File: config.mk
export PLATFORM = sky130hd
export DESIGN_NAME = perf_lat_monitor
export DESIGN_NICKNAME = d
export VERILOG_FILES = /design/src/rtl/perf_mon_pkg.sv /design/src/rtl/perf_lat_chan.sv /design/src/rtl/perf_lat_monitor.sv
export SDC_FILE = /design/constraint.sdc
export NUM_CORES = 2
export LEC_CHECK = 0
export ABC_AREA = 1
export BUFFER_PORTS_ARGS = -buffer_cell sky130_fd_sc_hd__buf_2
export CAP_MARGIN = 20
export CELL_PAD_IN_SITES_DETAIL_PLACEMENT = 0
export CELL_PAD_IN_SITES_GLOBAL_PLACEMENT = 2
export CORE_UTILIZATION = 43
export CTS_CLUSTER_DIAMETER = 100
export DETAILED_ROUTE_END_ITERATION = 7
export PLACE_DENSITY_LB_ADDON = 0.12
export SYNTH_ARGS = -nofsm -noshare
export SYNTH_HDL_FRONTEND = slang
export SYNTH_SLANG_ARGS = --single-unit
export TNS_END_PERCENT = 1
File: constraint.sdc
create_clock -name clk -period 7.1 [get_ports clk]
set_input_delay 1.065 -clock clk [delete_from_list [all_inputs] [get_ports clk]]
set_output_delay 1.065 -clock clk [all_outputs]
set_load 0.01 [all_outputs]
File: src/rtl/perf_mon_pkg.sv
// perf_mon_pkg: shared types and helpers for the AXI latency monitor.
//   - mon_state_t : measurement FSM states
//   - DEF_*       : default widths / limits
//   - HIST_BINS   : latency histogram bin count (used when PERF_LAT_HIST_EN is defined)
//   - sat_add     : saturating add for counters up to 64 bits wide
package perf_mon_pkg;

  typedef enum logic [1:0] {
    IDLE  = 2'd0,
    RUN   = 2'd1,
    DRAIN = 2'd2,
    DONE  = 2'd3
  } mon_state_t;

  localparam int DEF_NUM_CH    = 2;
  localparam int DEF_ID_WIDTH  = 5;
  localparam int DEF_LAT_WIDTH = 32;
  localparam int DEF_CNT_WIDTH = 32;
  localparam int DEF_SUM_WIDTH = 48;
  localparam int DEF_DRAIN_TMO = 4096;

  localparam int HIST_BINS  = 8;
  localparam int HIST_IDX_W = 3;

  // Saturating add of two values whose meaningful width is 'width' (<= 64).
  // Callers zero-extend their operands to 64 bits and truncate the result back.
  function automatic logic [63:0] sat_add(input logic [63:0] a,
                                          input logic [63:0] b,
                                          input int unsigned width);
    logic [63:0] mask;
    logic [64:0] sum;
    mask = (width >= 64) ? {64{1'b1}} : ((64'd1 << width) - 64'd1);
    sum  = {1'b0, a} + {1'b0, b};
    if (sum > {1'b0, mask}) return mask;
    return sum[63:0];
  endfunction

  function automatic logic [63:0] sat_inc(input logic [63:0] a,
                                          input int unsigned width);
    return sat_add(a, 64'd1, width);
  endfunction

endpackage

File: src/rtl/perf_lat_chan.sv
// perf_lat_chan: one monitored channel -- open-ID table, error flags, statistics.
// Optional histogram built when PERF_LAT_HIST_EN is defined.
// Ports:
//   clk, reset         clock, synchronous active-high reset
//   clear              start of a new measurement; wipes table, stats and errors
//   req_en, req_id     request accepted (already gated to RUN by the top)
//   rsp_en, rsp_id     response completed (already gated to RUN/DRAIN by the top)
//   ts                 free-running timestamp
//   txn_cnt, lat_min, lat_max, lat_sum, outstanding, err_dup, err_orphan  (registered)
//   lat_hist           HIST_BINS saturating counters (PERF_LAT_HIST_EN only)
module perf_lat_chan
  import perf_mon_pkg::*;
#(
  parameter int ID_WIDTH  = DEF_ID_WIDTH,
  parameter int LAT_WIDTH = DEF_LAT_WIDTH,
  parameter int CNT_WIDTH = DEF_CNT_WIDTH,
  parameter int SUM_WIDTH = DEF_SUM_WIDTH
`ifdef PERF_LAT_HIST_EN
  , parameter int HIST_SHIFT = 4
`endif
) (
  input  logic                 clk,
  input  logic                 reset,
  input  logic                 clear,
  input  logic                 req_en,
  input  logic [ID_WIDTH-1:0]  req_id,
  input  logic                 rsp_en,
  input  logic [ID_WIDTH-1:0]  rsp_id,
  input  logic [LAT_WIDTH-1:0] ts,
  output logic [CNT_WIDTH-1:0] txn_cnt,
  output logic [LAT_WIDTH-1:0] lat_min,
  output logic [LAT_WIDTH-1:0] lat_max,
  output logic [SUM_WIDTH-1:0] lat_sum,
  output logic [ID_WIDTH:0]    outstanding,
  output logic                 err_dup,
  output logic                 err_orphan
`ifdef PERF_LAT_HIST_EN
  , output logic [HIST_BINS*CNT_WIDTH-1:0] lat_hist
`endif
);

  localparam int DEPTH = 2 ** ID_WIDTH;
  localparam logic [ID_WIDTH:0] OUT_ONE = (ID_WIDTH + 1)'(1);

  logic [DEPTH-1:0]     valid_reg, valid_next;
  logic [LAT_WIDTH-1:0] stamp_mem [DEPTH];

  logic [CNT_WIDTH-1:0] txn_cnt_reg;
  logic [LAT_WIDTH-1:0] lat_min_reg, lat_max_reg;
  logic [SUM_WIDTH-1:0] lat_sum_reg;
  logic [ID_WIDTH:0]    outstanding_reg, outstanding_next;
  logic                 err_dup_reg, err_orphan_reg;

  logic                 rsp_hit, rsp_orphan, req_dup, req_new;
  logic [LAT_WIDTH-1:0] lat;

  // Response is resolved against the table state before this cycle's request,
  // so a close and reopen of the same ID in one cycle is not a duplicate.
  assign rsp_hit    = rsp_en &&  valid_reg[rsp_id];
  assign rsp_orphan = rsp_en && !valid_reg[rsp_id];
  assign req_dup    = req_en && valid_reg[req_id] && !(rsp_hit && (rsp_id == req_id));
  assign req_new    = req_en && !req_dup;
  // Modular subtraction: latencies >= 2**LAT_WIDTH alias silently.
  assign lat        = ts - stamp_mem[rsp_id];

  always_comb begin
    valid_next = valid_reg;
    if (rsp_hit) valid_next[rsp_id] = 1'b0;
    if (req_en)  valid_next[req_id] = 1'b1;
  end

  always_comb begin
    outstanding_next = outstanding_reg;
    if (req_new && !rsp_hit)      outstanding_next = outstanding_reg + OUT_ONE;
    else if (!req_new && rsp_hit) outstanding_next = outstanding_reg - OUT_ONE;
  end

  // Stamps need no reset: an entry is only read while its valid bit is set.
  always_ff @(posedge clk) begin
    if (req_en && !clear) stamp_mem[req_id] <= ts;
  end

  always_ff @(posedge clk) begin
    if (reset || clear) begin
      valid_reg       <= '0;
      outstanding_reg <= '0;
      txn_cnt_reg     <= '0;
      lat_min_reg     <= '1;
      lat_max_reg     <= '0;
      lat_sum_reg     <= '0;
      err_dup_reg     <= 1'b0;
      err_orphan_reg  <= 1'b0;
    end else begin
      valid_reg       <= valid_next;
      outstanding_reg <= outstanding_next;
      if (rsp_hit) begin
        txn_cnt_reg <= CNT_WIDTH'(sat_inc(64'(txn_cnt_reg), CNT_WIDTH));
        lat_sum_reg <= SUM_WIDTH'(sat_add(64'(lat_sum_reg), 64'(lat), SUM_WIDTH));
        if (lat < lat_min_reg) lat_min_reg <= lat;
        if (lat > lat_max_reg) lat_max_reg <= lat;
      end
      if (rsp_orphan) err_orphan_reg <= 1'b1;
      if (req_dup)    err_dup_reg    <= 1'b1;
    end
  end

  assign txn_cnt     = txn_cnt_reg;
  assign lat_min     = lat_min_reg;
  assign lat_max     = lat_max_reg;
  assign lat_sum     = lat_sum_reg;
  assign outstanding = outstanding_reg;
  assign err_dup     = err_dup_reg;
  assign err_orphan  = err_orphan_reg;

`ifdef PERF_LAT_HIST_EN
  logic [LAT_WIDTH-1:0]  lat_shr;
  logic [HIST_IDX_W-1:0] hist_bin;

  // Everything at or above the last bin boundary lands in the top bin.
  assign lat_shr  = lat >> HIST_SHIFT;
  assign hist_bin = (lat_shr > LAT_WIDTH'(HIST_BINS - 1)) ? HIST_IDX_W'(HIST_BINS - 1)
                                                          : lat_shr[HIST_IDX_W-1:0];

  genvar gi;
  for (gi = 0; gi < HIST_BINS; gi++) begin : g_bin
    logic [CNT_WIDTH-1:0] bin_reg;
    always_ff @(posedge clk) begin
      if (reset || clear)
        bin_reg <= '0;
      else if (rsp_hit && (hist_bin == HIST_IDX_W'(gi)))
        bin_reg <= CNT_WIDTH'(sat_inc(64'(bin_reg), CNT_WIDTH));
    end
    assign lat_hist[gi*CNT_WIDTH +: CNT_WIDTH] = bin_reg;
  end
`endif

endmodule

File: src/rtl/perf_lat_monitor.sv
// perf_lat_monitor: multi-channel AXI latency/throughput monitor.
// Build option: define PERF_LAT_HIST_EN to add the lat_hist port and the
// HIST_SHIFT parameter (per-channel 8-bin latency histogram).
// Ports:
//   clk, reset               clock, synchronous active-high reset
//   start_pulse, stop_pulse  measurement control (start wins over stop)
//   req_fire/req_id          per-channel request accept strobes and IDs
//   rsp_fire/rsp_id          per-channel response complete strobes and IDs
//   busy, done_pulse, drain_tmo, run_cycles   measurement status
//   txn_cnt, lat_min, lat_max, lat_sum, outstanding, err_dup, err_orphan
//                            per-channel statistics, channel c at slice c
module perf_lat_monitor
  import perf_mon_pkg::*;
#(
  parameter int NUM_CH    = DEF_NUM_CH,
  parameter int ID_WIDTH  = DEF_ID_WIDTH,
  parameter int LAT_WIDTH = DEF_LAT_WIDTH,
  parameter int CNT_WIDTH = DEF_CNT_WIDTH,
  parameter int SUM_WIDTH = DEF_SUM_WIDTH,
  parameter int DRAIN_TMO = DEF_DRAIN_TMO
`ifdef PERF_LAT_HIST_EN
  , parameter int HIST_SHIFT = 4
`endif
) (
  input  logic                          clk,
  input  logic                          reset,
  input  logic                          start_pulse,
  input  logic                          stop_pulse,
  input  logic [NUM_CH-1:0]             req_fire,
  input  logic [NUM_CH*ID_WIDTH-1:0]    req_id,
  input  logic [NUM_CH-1:0]             rsp_fire,
  input  logic [NUM_CH*ID_WIDTH-1:0]    rsp_id,
  output logic                          busy,
  output logic                          done_pulse,
  output logic                          drain_tmo,
  output logic [LAT_WIDTH-1:0]          run_cycles,
  output logic [NUM_CH*CNT_WIDTH-1:0]   txn_cnt,
  output logic [NUM_CH*LAT_WIDTH-1:0]   lat_min,
  output logic [NUM_CH*LAT_WIDTH-1:0]   lat_max,
  output logic [NUM_CH*SUM_WIDTH-1:0]   lat_sum,
  output logic [NUM_CH*(ID_WIDTH+1)-1:0] outstanding,
  output logic [NUM_CH-1:0]             err_dup,
  output logic [NUM_CH-1:0]             err_orphan
`ifdef PERF_LAT_HIST_EN
  , output logic [NUM_CH*HIST_BINS*CNT_WIDTH-1:0] lat_hist
`endif
);

  localparam int DRAIN_W = $clog2(DRAIN_TMO + 1);

  mon_state_t           state_reg, state_next;
  logic [LAT_WIDTH-1:0] ts_reg;
  logic [LAT_WIDTH-1:0] run_cycles_reg;
  logic [DRAIN_W-1:0]   drain_cnt_reg;
  logic                 busy_reg, done_pulse_reg, drain_tmo_reg;
  logic                 tmo_exit;
  logic                 in_run, in_resp;
  logic [NUM_CH-1:0]    ch_idle;

  // A start in the same cycle as traffic clears the channel instead of counting it.
  assign in_run  = (state_reg == RUN) && !start_pulse;
  assign in_resp = ((state_reg == RUN) || (state_reg == DRAIN)) && !start_pulse;

  always_comb begin
    state_next = state_reg;
    tmo_exit   = 1'b0;
    if (start_pulse) begin
      state_next = RUN;
    end else begin
      case (state_reg)
        IDLE:  state_next = IDLE;
        RUN:   if (stop_pulse) state_next = DRAIN;
        DRAIN: begin
          if (&ch_idle) begin
            state_next = DONE;
          end else if (drain_cnt_reg == DRAIN_W'(DRAIN_TMO - 1)) begin
            state_next = DONE;
            tmo_exit   = 1'b1;
          end
        end
        DONE:  state_next = IDLE;
        default: state_next = IDLE;
      endcase
    end
  end

  always_ff @(posedge clk) begin
    if (reset) begin
      state_reg      <= IDLE;
      ts_reg         <= '0;
      run_cycles_reg <= '0;
      drain_cnt_reg  <= '0;
      busy_reg       <= 1'b0;
      done_pulse_reg <= 1'b0;
      drain_tmo_reg  <= 1'b0;
    end else begin
      state_reg      <= state_next;
      ts_reg         <= ts_reg + LAT_WIDTH'(1);
      busy_reg       <= (state_next == RUN) || (state_next == DRAIN);
      done_pulse_reg <= (state_next == DONE) && (state_reg != DONE);

      if (start_pulse)   drain_tmo_reg <= 1'b0;
      else if (tmo_exit) drain_tmo_reg <= 1'b1;

      if (start_pulse)
        run_cycles_reg <= '0;
      else if ((state_reg == RUN) || (state_reg == DRAIN))
        run_cycles_reg <= LAT_WIDTH'(sat_inc(64'(run_cycles_reg), LAT_WIDTH));

      // Counts cycles already spent in DRAIN; zero on every entry.
      if ((state_reg == DRAIN) && (state_next == DRAIN))
        drain_cnt_reg <= drain_cnt_reg + DRAIN_W'(1);
      else
        drain_cnt_reg <= '0;
    end
  end

  assign busy       = busy_reg;
  assign done_pulse = done_pulse_reg;
  assign drain_tmo  = drain_tmo_reg;
  assign run_cycles = run_cycles_reg;

  genvar gi;
  for (gi = 0; gi < NUM_CH; gi++) begin : g_ch
    perf_lat_chan #(
      .ID_WIDTH  (ID_WIDTH),
      .LAT_WIDTH (LAT_WIDTH),
      .CNT_WIDTH (CNT_WIDTH),
      .SUM_WIDTH (SUM_WIDTH)
`ifdef PERF_LAT_HIST_EN
      , .HIST_SHIFT(HIST_SHIFT)
`endif
    ) u_chan (
      .clk         (clk),
      .reset       (reset),
      .clear       (start_pulse),
      .req_en      (req_fire[gi] && in_run),
      .req_id      (req_id[gi*ID_WIDTH +: ID_WIDTH]),
      .rsp_en      (rsp_fire[gi] && in_resp),
      .rsp_id      (rsp_id[gi*ID_WIDTH +: ID_WIDTH]),
      .ts          (ts_reg),
      .txn_cnt     (txn_cnt[gi*CNT_WIDTH +: CNT_WIDTH]),
      .lat_min     (lat_min[gi*LAT_WIDTH +: LAT_WIDTH]),
      .lat_max     (lat_max[gi*LAT_WIDTH +: LAT_WIDTH]),
      .lat_sum     (lat_sum[gi*SUM_WIDTH +: SUM_WIDTH]),
      .outstanding (outstanding[gi*(ID_WIDTH+1) +: ID_WIDTH+1]),
      .err_dup     (err_dup[gi]),
      .err_orphan  (err_orphan[gi])
`ifdef PERF_LAT_HIST_EN
      , .lat_hist  (lat_hist[gi*HIST_BINS*CNT_WIDTH +: HIST_BINS*CNT_WIDTH])
`endif
    );
    assign ch_idle[gi] = (outstanding[gi*(ID_WIDTH+1) +: ID_WIDTH+1] == '0);
  end

endmodule

# Word level (Yosys, flattened, before mapping)
# Memories as Yosys holds them, arrays and structs flattened.
# Index checks and enable logic that the tools add are counted.
dict set report totals {
  reg_bits 450
  ramBits 2048
  inputBits 28
  out_inout_bits 339
  elab_cells 192
  n_memories 2
}
# name words word_bits rd rd_clocked_by_memory_dff write_ports line_no
set mem_list {}
lappend mem_list {{g_ch[0].u_chan.stamp_mem} 32 32 1 0 1 perf_lat_chan.sv:46} ;# logic [LAT_WIDTH-1:0] stamp_mem [DEPTH];
lappend mem_list {{g_ch[1].u_chan.stamp_mem} 32 32 1 0 1 perf_lat_chan.sv:46}
dict set report classes {
  n_addsub 13
  n_lt_le_gt_ge 17
  eq_ne 10
  mux 63
  n_bitwise 7
  n_reduce_logical 57
}
# operator n
set ops {}
lappend ops {{two-way mux 32 bit} 10}
lappend ops {{two-way mux 48 bit} 4}
lappend ops {{adder 32 x 1 -> 33 bit (second input constant)} 3}
lappend ops {{greater-than comparator 33 x 32 -> 1 bit (second input constant)} 3}
lappend ops {{adder 48 x 32 -> 49 bit} 2}
lappend ops {{greater-than comparator 49 x 48 -> 1 bit (second input constant)} 2}
lappend ops {{AND 32 bit} 2}
lappend ops {{greater-than comparator 32 bit} 2}
lappend ops {{less-than comparator 32 bit} 2}
lappend ops {{inverter 32 bit} 2}
lappend ops {{OR 32 bit} 2}
lappend ops {{subtractor 32 bit} 2}
lappend ops {{adder 32 x 1 -> 32 bit (second input constant)} 1}
lappend ops {{two-way mux 1 bit} 32}
lappend ops {{logical AND 1 bit} 30}
lappend ops {{less-than comparator 5 x 6 -> 1 bit (second input constant)} 4}
lappend ops {{two-way mux 6 bit} 4}
lappend ops {{binary-select mux 1 bit (select 5 bit)} 4}
lappend ops {{demux 1 bit (select 5 bit)} 4}
lappend ops {{greater-or-equal comparator 5 x 1 -> 1 bit (second input constant)} 4}
lappend ops {{adder 13 x 1 -> 13 bit (second input constant)} 1}
lappend ops {{equality test 13 x 12 -> 1 bit (second input constant)} 1}
lappend ops {{adder 6 x 1 -> 6 bit (second input constant)} 2}
lappend ops {{logical NOT 6 bit} 2}
lappend ops {{other kinds (14)} 42}

# Logic depth before layout (Yosys ltp)
dict set report logic_depth {
  ltp_word 14
  depth_mapped 40
  mapped_depth_nobuf 37
}

# Hierarchy
# A second synthesis with hierarchy kept.
dict set report unflattened {
  cells_unflattened 9936
  hier_area_um2 110370.9
}
# mod n_inst cells_per_inst area_per_inst_um2 seq_area_each_um2
set modules_own_cells {}
lappend modules_own_cells {{perf_lat_chan at g_ch[1].u_chan} 1 4528 52661.8 34433.0}
lappend modules_own_cells {{perf_lat_chan at g_ch[0].u_chan} 1 4566 52649.2 34433.0}
lappend modules_own_cells {perf_lat_monitor 1 842 5059.9 1641.6}

# Worst setup path after synthesis
# OpenSTA, ideal clock, no wires.
dict set report synth_timing {
  kind {input to register}
  start {input port rsp_id[6]}
  end {register g_ch[1].u_chan.lat_sum_reg[17]}
  setup_ns 0.116
  arrival_time_ns 6.158
  required_ns 6.984
  setup_slack_ns 0.826
  cell_stages 34
  path_buffers 6
  cell_sequence {buf_4 nand2_2 inv_1 buf_2 buf_2 buf_2 clkbuf_1 a22oi_1 nand2_1 a221oi_1 nand2_1 ha_1 fa_1 nand3b_1 nand2_1 a21oi_1 o21ai_0 nand2_1 nand2_1 xor2_1 ha_1 nand2_1 inv_1 a21boi_0 nor2_1 o21ai_0 nand3b_1 nand2_1 nand2_1 nand2_1 clkbuf_1 nand3_1 o211ai_1 inv_1}
}
dict set report synth_via {
  elab_chain_len 8
  word_cells_on_any_way 11
  classes_between {add/sub (2); order compare (1); mux (6); reduce/logical (1); memory (1)}
}
# item line_no
set synth_lines {}
lappend synth_lines {{from (decl)} perf_lat_monitor.sv:32} ;# input logic [NUM_CH*ID_WIDTH-1:0] rsp_id,
lappend synth_lines {{memory (32 x 32 bit) *} -}
lappend synth_lines {{subtractor 32 bit *} perf_lat_chan.sv:64} ;# assign lat = ts - stamp_mem[rsp_id];
lappend synth_lines {{via g_ch[1].u_chan.lat[10]} perf_lat_chan.sv:55} ;# logic [LAT_WIDTH-1:0] lat;
lappend synth_lines {{adder 48 x 32 -> 49 bit *} perf_mon_pkg.sv:33} ;# sum = {1'b0, a} + {1'b0, b};
lappend synth_lines {{greater-than comparator 49 x 48 -> 1 bit} perf_mon_pkg.sv:34} ;# if (sum > {1'b0, mask}) return mask;
lappend synth_lines {{two-way mux 1 bit} perf_mon_pkg.sv:34}
lappend synth_lines {{two-way mux 1 bit} perf_lat_chan.sv:96} ;# if (rsp_hit) begin
lappend synth_lines {{two-way mux 1 bit} perf_lat_chan.sv:84} ;# if (reset || clear) begin
lappend synth_lines {{two-way mux 48 bit *} perf_mon_pkg.sv:35} ;# return sum[63:0];
lappend synth_lines {{to (signal assigned)} perf_lat_chan.sv:98} ;# lat_sum_reg <= SUM_WIDTH'(sat_add(64'(lat_sum_reg), 64'(lat), SUM_WIDTH));
lappend synth_lines {{to (decl)} perf_lat_chan.sv:50} ;# logic [SUM_WIDTH-1:0] lat_sum_reg;
# Mark *: on every way through the listed nets, which the timed path passes. The rest lies on a longest branch. The select of a mux whose other input is x is not followed.
# A chain may end at the register's enable or synchronous reset.

# Worst setup path after layout
dict set report layout_timing {
  start {input port rsp_id[5]}
  end {register g_ch[1].u_chan.lat_sum_reg[20]}
}
# The elaborated chain is that of the path after synthesis.

==> impl_metrics.json <==
{
  "status": "finished with violations",
  "violations": "design-rule violations",
  "nFillCells": 22194,
  "tightest_slew_ns": 1.20,
  "clkTransAtPathRegs_ns": 0.05,
  "via_per_inst": 5.77,
  "dpl.hpwl_mm": 245,
  "max_stage_delay_ns": 0.93,
  "synth_flop_cell": "edfxtp_1",
  "critPathMaxFanout": 52,
  "grt_max_degree": 202,
  "wl_per_cell_um": 27.1,
  "syn_area_um2": 109000,
  "start_util_pct": 43.3,
  "multi_input_comb_area_um2": 34200,
  "rows": 184,
  "path_class": "input port to flip-flop",
  "dieArea_um2": 255000,
  "clock-sinks": 2498,
  "netlist_instances": 9551,
  "synthTopCellsByCount": "edfxtp_1, nand2_1, a22oi_1",
  "ios": 367,
  "layout-drive-gt1-share_pct": 16.3,
  "dieHeight_um": 505,
  "worstSkewPairLatency_ns": 0.94,
  "crit-reg2reg-launch": "g_ch[1].u_chan.stamp_mem[0][4]",
  "fin_crit_sh_pct": 93.2,
  "grt.total_usage_pct": 29.5,
  "layout_min_cycle_time_ns": 6.62,
  "dp_slack_ns": -0.486,
  "grt_pass1_wl_mm": 551,
  "synth_compound_area_share_pct": 14.5,
  "worst_slack_ns": 0.482,
  "vias": 81659,
  "largest_register_ffs": 2048,
  "finalSetupViolCount": 0,
  "async_reset_ff_share_pct": 0,
  "core-area_um2": 251000,
  "arrival_ns": 7.37,
  "hold_viol_final": 0,
  "hold_path_end": "drain_cnt_reg[0]",
  "yosysTopAreaCellShare_pct": 56.5,
  "max_freq_mhz": 151,
  "drv_cap": 0,
  "required_ns": 7.86,
  "synth_seq_cells": 2498,
  "ys_top_cells_by_area": "edfxtp_1, dfxtp_1, a22oi_1",
  "r2r_slack_ns": 1.07,
  "fin_cells": 14162,
  "synth_top_family_by_area": "compound AO/OA/AOI/OAI gates",
  "synthMuxAreaShare_pct": 0,
  "numPlacedInstances": 13657,
  "drc": 252,
  "place_congestion": 0.894,
  "r2r_end": "g_ch[1].u_chan.lat_sum[20]",
  "finalMaxSlewViolations": 0,
  "dr.pass1.iters": 8,
  "total_power_mw": 32.3,
  "synthAdderAreaFrac_pct": 3.34,
  "yosys.area_share.simple_pct": 11.4,
  "io_buffer_count": 366,
  "syn_nets": 9866,
  "fin_setup_tns_ns": 0,
  "die_x_um": 505,
  "vdd_ir_drop_max_v": 0.000258,
  "rsz0062_at_grt": "no",
  "end_kind": "flip-flop",
  "ctsHoldBuffers": 0,
  "reg2reg_depth": 27,
  "synth_xor_area_share_pct": 1.57,
  "leakagePower_nw": 51.6,
  "max_slew_margin_pct": 19.6,
  "yosysMostFrequentCell": "edfxtp_1",
  "cts_tree": "built",
  "cp_slowest_cell": "a2111oi_1",
  "synth_edf_count": 2048,
  "hold_depth": 1,
  "yosys_warnings": 0,
  "wl_mm": 384,
  "postRouteAntennaNets": 0,
  "syn_to_final_growth_pct": 19.5,
  "register_area_um2": 70500,
  "p_per_area_nw_per_um2": 249,
  "finalClockSkew_ns": 0.0742,
  "path_common_cell": "nand2_1",
  "htree_levels": 5,
  "syn_avg_cell_area_um2": 11.4,
  "cts_max_path_buffers": 4,
  "hold_start": "drain_cnt_reg[0]",
  "grt_pass1_vias": 77730,
  "overflow": 0,
  "startpoint_type": "input port",
  "ys_seq_area_share_pct": 64.8,
  "root_buffer": "clkbuf_16",
  "nNetsFinal": 10920,
  "first_iter_violations": 9412,
  "hp-class": "flip-flop to flip-flop",
  "antenna_found_initial": 28,
  "synth.distinct_cells": 55,
  "numCtsBuffers": 291,
  "yosys.area.top_type": "edfxtp_1"
}
## kinds of logic after synthesis
family,Yosys count
and+or+nand+nor,2995
DFF,2498
AOI/OAI and AO/OA,2381
buffers and inverters,1195
adders and majority gates,287
xor gates and xnor gates,195
## routing by layer
metal / up-vias / wire, um / GRT usage [%]
met5: - / 26 / 0
met3: 452 / 33900 / 5.08
met1: 40674 / 172000 / 43.9
met2: 3583 / 170000 / 44.9
li1: 36946 / - / -
met4: 4 / 7940 / 6.54
## area by class of cell
type	count	area share (%)
flip-flops and latches	2498	54.3
diodes	10	0.0193
inverters	766	2.24
clock inverters	117	0.826
repair buffers	1190	7.02
multi-input cells	5858	26.3
clock buffers	375	6.11
well taps	3348	3.22
## worst max-delay path by stage
stage	depth (start not counted)	startpoint	endpoint	slack [ns]
4_1_cts	31	rsp_id[0]	g_ch[0].u_chan.lat_max[22]	0.50
6_report	32	rsp_id[5]	g_ch[1].u_chan.lat_sum[20]	0.48
3_3_place_gp	29	rsp_id[0]	g_ch[0].u_chan.lat_max[29]	-1.36
5_1_grt	36	rsp_id[0]	g_ch[0].u_chan.lat_max[22]	0.09
3_5_place_dp	31	rsp_id[0]	g_ch[0].u_chan.lat_max[22]	-0.49
2_1_floorplan	34	rsp_id[6]	g_ch[1].u_chan.lat_sum[17]	0.83
## critical path, delay by kind of cell
kind,cells,cell delay (ns)
compound gates,9,2.49
xor+xnor,1,0.41
fa+ha+maj,2,0.66
buf+inv,9,1.37
simple gates,11,1.23
## power breakdown
group	leakage, nW	internal (mW)	total [mW]	switching (mW)
Sequential	24.9	15.7	15.7	0.0313
Combinational	22.2	0.773	2.15	1.38
Clock	4.43	8.55	14.5	5.93
## placed cells by master (no fill, tap or decap), drive strengths merged, types with 54 or more instances in the layout
| master | netlist | layout |
|---|---|---|
| edfxtp | 2048 | 2048 |
| nand2 | 1689 | 1689 |
| buf | 217 | 1190 |
| a22oi | 1053 | 1053 |
| inv | 765 | 773 |
| nor2 | 732 | 732 |
| a21oi | 526 | 526 |
| dfxtp | 450 | 450 |
| o21ai | 409 | 409 |
| clkbuf | 212 | 375 |
| ha | 281 | 281 |
| nand3 | 247 | 247 |
| nor3 | 146 | 146 |
| xor2 | 126 | 126 |
| nand4 | 125 | 125 |
| clkinv | 1 | 84 |
| a22o | 73 | 73 |
| a21boi | 72 | 72 |
| xnor2 | 69 | 69 |
| a2111oi | 59 | 59 |
| o211ai | 54 | 54 |
## through the flow
step                cell area [um^2]  hold WS [ns]  utilization (%)
finish                        130000         0.450             51.7
global route                  130000         0.477             51.7
CTS                           130000         0.449             51.7
detailed placement            121000         0.448             48.1
global placement              121000         0.426             48.0
floorplan                     109000         0.418                -
## what timing repair did
action,CTS,global route
setup endpoints to repair,0,2
resized for setup,0,1
setup buffers,0,0
No activity file was read; power rests on OpenSTA's default activity.
